### src/rtl/multicycle_ctrl_if.sv
// Control/status bundle between the multicycle controller (master) and the
// datapath, memory and next-state block (slave).
interface multicycle_ctrl_if;
  logic [3:0]  next_state;
  logic [31:0] instr_in;
  logic        mem_ready;
  logic        zero;
  logic [3:0]  curr_state;
  logic [1:0]  op;
  logic [2:0]  func_3;
  logic [31:0] ir;
  logic        mem_req;
  logic        mem_we;
  logic        i_or_d;
  logic        ir_write;
  logic        pc_write;
  logic        pc_src;
  logic        alu_src_a;
  logic [1:0]  alu_src_b;
  logic [1:0]  alu_op;
  logic        reg_write;
  logic        mem_to_reg;
  logic        bus_err;
  logic        illegal_state;

  modport master (
    input  next_state, instr_in, mem_ready, zero,
    output curr_state, op, func_3, ir, mem_req, mem_we, i_or_d, ir_write,
           pc_write, pc_src, alu_src_a, alu_src_b, alu_op, reg_write,
           mem_to_reg, bus_err, illegal_state
  );

  modport slave (
    output next_state, instr_in, mem_ready, zero,
    input  curr_state, op, func_3, ir, mem_req, mem_we, i_or_d, ir_write,
           pc_write, pc_src, alu_src_a, alu_src_b, alu_op, reg_write,
           mem_to_reg, bus_err, illegal_state
  );
endinterface

### src/rtl/multicycle_ctrl.sv
// State register, instruction register, memory-wait/timeout handling and
// Moore control decode for the multicycle core.
module multicycle_ctrl #(
  parameter int MEM_TIMEOUT = 16,
  parameter int CNT_W       = 8
) (
  input  logic                clk,
  input  logic                rst_n,
  multicycle_ctrl_if.master   bus
);

  localparam logic [3:0] FETCH     = 4'd0;
  localparam logic [3:0] DECODE    = 4'd1;
  localparam logic [3:0] MEM_ADR   = 4'd2;
  localparam logic [3:0] MEM_READ  = 4'd3;
  localparam logic [3:0] MEM_WB    = 4'd4;
  localparam logic [3:0] MEM_WRITE = 4'd5;
  localparam logic [3:0] EXECUTE_R = 4'd6;
  localparam logic [3:0] ALU_WB    = 4'd7;
  localparam logic [3:0] EXECUTE_I = 4'd8;
  localparam logic [3:0] BNEZ      = 4'd9;

  logic [3:0]       state;
  logic [CNT_W-1:0] wait_cnt;
  logic [31:0]      ir_q;
  logic             bus_err_q;
  logic             illegal_q;

  logic in_wait;
  logic advance;
  logic timeout;
  logic next_legal;
  logic capture;

  assign in_wait    = (state == FETCH) || (state == MEM_READ) || (state == MEM_WRITE);
  assign advance    = !in_wait || bus.mem_ready;
  assign timeout    = in_wait && !bus.mem_ready && (wait_cnt == CNT_W'(MEM_TIMEOUT - 1));
  assign next_legal = (bus.next_state <= BNEZ);
  // Strobes are masked while reset is held so an abandoned access never commits.
  assign capture    = (state == FETCH) && bus.mem_ready && rst_n;

  always_ff @(posedge clk or negedge rst_n) begin
    if (!rst_n) begin
      state     <= FETCH;
      wait_cnt  <= '0;
      ir_q      <= '0;
      bus_err_q <= 1'b0;
      illegal_q <= 1'b0;
    end else begin
      if (timeout) begin
        state     <= FETCH;
        wait_cnt  <= '0;
        bus_err_q <= 1'b1;
      end else if (advance) begin
        state    <= next_legal ? bus.next_state : FETCH;
        wait_cnt <= '0;
        if (!next_legal) begin
          illegal_q <= 1'b1;
        end
      end else begin
        wait_cnt <= wait_cnt + CNT_W'(1);
      end
      if (capture) begin
        ir_q <= bus.instr_in;
      end
    end
  end

  always_comb begin
    bus.mem_req    = 1'b0;
    bus.mem_we     = 1'b0;
    bus.i_or_d     = 1'b0;
    bus.ir_write   = 1'b0;
    bus.pc_write   = 1'b0;
    bus.pc_src     = 1'b0;
    bus.alu_src_a  = 1'b0;
    bus.alu_src_b  = 2'b00;
    bus.alu_op     = 2'b00;
    bus.reg_write  = 1'b0;
    bus.mem_to_reg = 1'b0;
    case (state)
      FETCH: begin
        bus.mem_req   = 1'b1;
        bus.alu_src_b = 2'b01;
        bus.ir_write  = capture;
        bus.pc_write  = capture;
      end
      DECODE: begin
        bus.alu_src_b = 2'b10;
      end
      MEM_ADR: begin
        bus.alu_src_a = 1'b1;
        bus.alu_src_b = 2'b10;
      end
      MEM_READ: begin
        bus.mem_req = 1'b1;
        bus.i_or_d  = 1'b1;
      end
      MEM_WB: begin
        bus.reg_write  = 1'b1;
        bus.mem_to_reg = 1'b1;
      end
      MEM_WRITE: begin
        bus.mem_req = 1'b1;
        bus.mem_we  = 1'b1;
        bus.i_or_d  = 1'b1;
      end
      EXECUTE_R: begin
        bus.alu_src_a = 1'b1;
        bus.alu_op    = 2'b10;
      end
      ALU_WB: begin
        bus.reg_write = 1'b1;
      end
      EXECUTE_I: begin
        bus.alu_src_a = 1'b1;
        bus.alu_src_b = 2'b10;
        bus.alu_op    = 2'b11;
      end
      BNEZ: begin
        bus.alu_src_a = 1'b1;
        bus.alu_op    = 2'b01;
        bus.pc_src    = 1'b1;
        bus.pc_write  = ~bus.zero;
      end
      default: begin
      end
    endcase
  end

  assign bus.curr_state    = state;
  assign bus.ir            = ir_q;
  assign bus.op            = ir_q[1:0];
  assign bus.func_3        = ir_q[14:12];
  assign bus.bus_err       = bus_err_q;
  assign bus.illegal_state = illegal_q;

endmodule

### src/flat_wrapper.sv
// flat-port wrapper written by rule: the top's interface ports become plain ports
module multicycle_ctrl_flat 
#(
  parameter int MEM_TIMEOUT = 16,
  parameter int CNT_W       = 8
)
  (clk, rst_n, bus_next_state, bus_instr_in, bus_mem_ready, bus_zero, bus_curr_state, bus_op, bus_func_3, bus_ir, bus_mem_req, bus_mem_we, bus_i_or_d, bus_ir_write, bus_pc_write, bus_pc_src, bus_alu_src_a, bus_alu_src_b, bus_alu_op, bus_reg_write, bus_mem_to_reg, bus_bus_err, bus_illegal_state);
  multicycle_ctrl_if bus_i ();
  input  logic clk;
  input  logic rst_n;
  input wire logic [$bits(bus_i.next_state)-1:0] bus_next_state;
  input wire logic [$bits(bus_i.instr_in)-1:0] bus_instr_in;
  input wire logic [$bits(bus_i.mem_ready)-1:0] bus_mem_ready;
  input wire logic [$bits(bus_i.zero)-1:0] bus_zero;
  output wire logic [$bits(bus_i.curr_state)-1:0] bus_curr_state;
  output wire logic [$bits(bus_i.op)-1:0] bus_op;
  output wire logic [$bits(bus_i.func_3)-1:0] bus_func_3;
  output wire logic [$bits(bus_i.ir)-1:0] bus_ir;
  output wire logic [$bits(bus_i.mem_req)-1:0] bus_mem_req;
  output wire logic [$bits(bus_i.mem_we)-1:0] bus_mem_we;
  output wire logic [$bits(bus_i.i_or_d)-1:0] bus_i_or_d;
  output wire logic [$bits(bus_i.ir_write)-1:0] bus_ir_write;
  output wire logic [$bits(bus_i.pc_write)-1:0] bus_pc_write;
  output wire logic [$bits(bus_i.pc_src)-1:0] bus_pc_src;
  output wire logic [$bits(bus_i.alu_src_a)-1:0] bus_alu_src_a;
  output wire logic [$bits(bus_i.alu_src_b)-1:0] bus_alu_src_b;
  output wire logic [$bits(bus_i.alu_op)-1:0] bus_alu_op;
  output wire logic [$bits(bus_i.reg_write)-1:0] bus_reg_write;
  output wire logic [$bits(bus_i.mem_to_reg)-1:0] bus_mem_to_reg;
  output wire logic [$bits(bus_i.bus_err)-1:0] bus_bus_err;
  output wire logic [$bits(bus_i.illegal_state)-1:0] bus_illegal_state;
  assign bus_i.next_state = bus_next_state;
  assign bus_i.instr_in = bus_instr_in;
  assign bus_i.mem_ready = bus_mem_ready;
  assign bus_i.zero = bus_zero;
  assign bus_curr_state = bus_i.curr_state;
  assign bus_op = bus_i.op;
  assign bus_func_3 = bus_i.func_3;
  assign bus_ir = bus_i.ir;
  assign bus_mem_req = bus_i.mem_req;
  assign bus_mem_we = bus_i.mem_we;
  assign bus_i_or_d = bus_i.i_or_d;
  assign bus_ir_write = bus_i.ir_write;
  assign bus_pc_write = bus_i.pc_write;
  assign bus_pc_src = bus_i.pc_src;
  assign bus_alu_src_a = bus_i.alu_src_a;
  assign bus_alu_src_b = bus_i.alu_src_b;
  assign bus_alu_op = bus_i.alu_op;
  assign bus_reg_write = bus_i.reg_write;
  assign bus_mem_to_reg = bus_i.mem_to_reg;
  assign bus_bus_err = bus_i.bus_err;
  assign bus_illegal_state = bus_i.illegal_state;
  multicycle_ctrl #(.MEM_TIMEOUT(MEM_TIMEOUT), .CNT_W(CNT_W)) u_core (.clk(clk), .rst_n(rst_n), .bus(bus_i));
endmodule
### config.mk
export PLATFORM = sky130hd
export DESIGN_NAME = multicycle_ctrl_flat
export DESIGN_NICKNAME = d
export VERILOG_FILES = /design/src/rtl/multicycle_ctrl_if.sv /design/src/rtl/multicycle_ctrl.sv /design/src/flat_wrapper.sv
export SDC_FILE = /design/constraint.sdc
export NUM_CORES = 1
export LEC_CHECK = 0
export ABC_AREA = 1
export CORE_MARGIN = 5
export CORE_UTILIZATION = 40
export DETAILED_ROUTE_END_ITERATION = 10
export PLACE_DENSITY_LB_ADDON = 0.2
export SYNTH_ARGS = -nofsm -noshare
export SYNTH_HDL_FRONTEND = slang
export SYNTH_SLANG_ARGS = --single-unit
### constraint.sdc
create_clock -name clk -period 1.5 [get_ports clk]
set_input_delay 0.15 -clock clk [delete_from_list [all_inputs] [get_ports clk]]
set_output_delay 0.15 -clock clk [all_outputs]
set_load 0.05 [all_outputs]
==> parameters.txt <==
Parameter                              Value

Setup path
  Data required, critical path    ~1400 ps
  Worst Path Class, Setup    reg -> out
  Series of cell instances along the critical path    nor2_4 > nand2_8 > o22ai_4 > buf_12
  CP startpoint kind    register
  Kind of capture point of the worst setup path    output pin
  CP top delay family    flip-flops
  Worst-path maximum fanout    6
  Crit path max-delay cell type    sky130_fd_sc_hd__dfrtp_4
  Buf/Inv on CP    1
  Number of cells traversed by the worst register-to-register path    6
  Crit path arrival time    ~1500 ps
  Peak per-stage delay on the critical path    520 ps
  Stages on the worst setup path    4

Detailed routing
  ANT nets after route    0
  Via count of the routed design    2042
  Iteration-0 DRC Markers    between 70 and 80
  Per-cell routed wire length    ~15 um
  DRC violations left    0
  Number of search-and-repair iterations in the first detailed-routing pass    4
  Avg Vias per Cell    ~4.8
  Post-Route WL    ~6300 um

Synthesis
  Cells after Synth    roughly 250
  Number of synthesized register bits    46
  Net count of the mapped netlist    290
  Mapped Avg Cell Area    ~8.5 um^2
  Count of unique library cells instantiated by Yosys    25
  Largest family of logic cells by synthesized area    simple AND/OR/NAND/NOR gates
  Proportion of synthesized area in mux cells    0%
  Synthesis Warnings    0
  Post-synthesis share of cell area spent on xor and xnor gates    around 1.7%
  Top cell type by total area after synthesis    sky130_fd_sc_hd__dfrtp_1
  Area share of the largest cell type after synthesis    between 50% and 60%
  Mapped cell area    0.002112 mm^2
  Area share of fa/ha/maj cells after synthesis    less than 1%
  Seq/Total Area, Yosys    between 50% and 60%
  Post-synthesis compound-gate area fraction    under 10%
  Simple logic cell fraction of the synthesized area    between 20% and 30%
  Cells taking the most area after synthesis    sky130_fd_sc_hd__dfrtp_1, sky130_fd_sc_hd__nand2_1, sky130_fd_sc_hd__o21ai_0

Timing
  Worst slew margin relative to its limit    between 60% and 70%
  Worst Tran Pin Value    about 580 ps
  Final critical-path required period    about 1600 ps
  RSZ-0062 raised after global routing    true
  Worst Hold Margin    -0.9430 ps
  Hold violation count in the final report    4
  Clock Skew    slightly above 9 ps
  Final worst setup slack    -105.4 ps
  Number of pins with negative max-slew slack in the final report    0
  Setup Viol. Count Final    25
  Final worst-path cycle share    107.0%
  Max Clock Freq    about 0.62 GHz
  Fin Setup TNS    -839.3 ps

Power
  Cell leakage power    about 1.8 nW
  Max VDD drop    approximately 1.2 mV
  Power Density    1630 mW/mm^2
  Post-route total power    slightly above 6 mW
  Share of total power consumed by net switching    49.05%
  Clock power share    between 10% and 20%
  Switch Pwr    2.966 mW
  Portion of total power attributed to combinational logic    57.3%
  Relative contribution of sequential cells to total power    30.4%
  Internal power of the cells    roughly 3.1 mW

Placed design
  Port-buffer cells    95
  Post-Place Worst Slack    around 35 ps
  Number of placed instances, taps included    408
  Cell area after placement    approximately 0.0032 mm^2
  Half-perimeter wire length after detailed placement    roughly 4200 um
  Routability congestion estimate from global placement    0.7992

Run status
  Outcome    finished with violations
  Violations in the final reports    hold timing, setup timing

Clocking
  Clock buffer depth    2
  Worst skew pair latency    approximately 300 ps
  Clock tree from TritonCTS    built
  CTS Root Cell    sky130_fd_sc_hd__clkbuf_8
  H-tree depth    2
  Num Clock Sinks    between 40 and 50
  CTS buffer count    5
  Clock-pin transition on the worst setup and hold timing paths    90 ps
  CTS Hold Buffers Added    0

Floorplan
  Boundary Pins    96
  Die X    82.67 um
  Number of standard-cell rows in the floorplan    26
  CORE AREA    around 0.005 mm^2
  Initial core utilization    roughly two fifths
  Die span in y    about 83 um
  Floorplan die area    between 0.006 and 0.007 mm^2

GRT
  Pin count of the biggest net entering global routing    47
  Vias in the first global route    about 2000
  Met2 demand-to-capacity share in global routing    roughly 29%
  Tot GR Track Use    a little under a fifth
  GR Layer Usage met1    between 20% and 30%
  Met3 usage    under 10%
  Number of antenna violations at the first check in global routing    0
  Busiest grt layer    met2
  Wire length of the first global-routing pass    ~9400 um
  GRT overflow    0

Finish
  Util after Layout    around 73%
  Total number of nets in the final design    approximately 400
  Area Growth Syn to Fin    75.71%
  Final Instance Count excl. Fillers    between 400 and 500
  Leading cell type in the layout, fill and taps excluded    sky130_fd_sc_hd__nand2_1
  Proportion of layout cells with a drive suffix above 1    around 43%
  Diode count    0
  Most frequent cells in the layout    sky130_fd_sc_hd__nand2_1, sky130_fd_sc_hd__buf_4, sky130_fd_sc_hd__dfrtp_1
  Final design area excluding fillers    around 0.0037 mm^2

Hold path
  Min-Delay Path Class    in -> async

Flow run
  Number of max-cap violations    0
timing repair:
| action | 4_1_cts | 5_1_grt |
|---|---|---|
| resized for setup | 18 | 72 |
| gates cloned | 1 | 4 |
| endpoints found under the setup margin | 12 | 45 |
| setup buffers | 8 | 0 |
| pin swaps | 6 | 4 |
power groups by stage:
stage / Combinational, mW / Clock, mW / Sequential [mW]
2_1_floorplan: 0.890 / 0 / 2.96
6_report: 3.46 / 0.744 / 1.84
3_5_place_dp: 3.16 / 0 / 1.81
5_1_grt: 3.64 / 0.821 / 1.88
3_3_place_gp: 3.11 / 0 / 1.81
4_1_cts: 3.30 / 0.773 / 1.80
cells in the mapped netlist:
library cell               instances
sky130_fd_sc_hd__nand3_1           5
sky130_fd_sc_hd__buf_2             1
sky130_fd_sc_hd__a21oi_1           2
sky130_fd_sc_hd__a22oi_1           1
sky130_fd_sc_hd__buf_4             8
sky130_fd_sc_hd__nor2_2            1
sky130_fd_sc_hd__xor2_1            2
sky130_fd_sc_hd__xnor2_1           2
sky130_fd_sc_hd__clkbuf_1          5
sky130_fd_sc_hd__nand2_4           2
sky130_fd_sc_hd__o22ai_1           1
sky130_fd_sc_hd__nand2_1          86
sky130_fd_sc_hd__o21bai_2          1
sky130_fd_sc_hd__nand2_2           2
sky130_fd_sc_hd__inv_1            20
sky130_fd_sc_hd__dfrtp_1          46
sky130_fd_sc_hd__nor3_2            1
sky130_fd_sc_hd__nand3_2           1
sky130_fd_sc_hd__o21ai_0          33
sky130_fd_sc_hd__nor2_1           21
sky130_fd_sc_hd__ha_1              1
sky130_fd_sc_hd__nand4_1           3
sky130_fd_sc_hd__nor2_4            2
sky130_fd_sc_hd__o21a_1            1
sky130_fd_sc_hd__nand3_4           1
layout make-up:
| cell class | instances | area [um^2] |
|---|---|---|
| timing repair buffer | 116 | 1267 |
| inverter | 20 | 80.08 |
| fill | 402 | 1396 |
| clock inverter | 2 | 13.76 |
| sequential | 46 | 1159 |
| clock buffer | 6 | 72.57 |
| multi-input combinational | 169 | 1031 |
| tap | 70 | 87.58 |
final timing paths:
path / start / endpoint / slack [ps]
setup reg to reg: u_core.bus.curr_state[1] / u_core.bus.ir[16] / -40
hold reg to reg: u_core.wait_cnt[0] / u_core.wait_cnt[0] / 460
max in group asynchronous: rst_n / u_core.bus.curr_state[1] / 1070
hold / removal: rst_n / u_core.wait_cnt[7] / -0.9
min in group clk: bus_instr_in[7] / u_core.bus.ir[7] / 380
setup / recovery: u_core.bus.curr_state[1] / bus_pc_write / -110
layer usage:
metal,up-vias,wire [um]
met5,-,0
met4,0,96
met3,9,551
met2,73,3100
met1,962,2555
li1,998,-
kinds of logic (layout without fill, tap and decap cells):
| group | Yosys count | after routing |
|---|---|---|
| XOR/XNOR | 4 | 4 |
| flip-flops | 46 | 46 |
| AND/OR/NAND/NOR | 125 | 125 |
| AO/OA/AOI/OAI | 39 | 39 |
| buffers and inverters | 34 | 144 |
| adder cells (fa/ha/maj) | 1 | 1 |
registers in the layout, indices dropped and copies added, names as in the netlist:
register and cells:
u_core.wait_cnt 8, u_core.bus.bus_err 1, u_core.bus.illegal_state 1, u_core.bus.curr_state 4, u_core.bus.ir 32
Note: power is estimated with default switching activity, not from simulation.
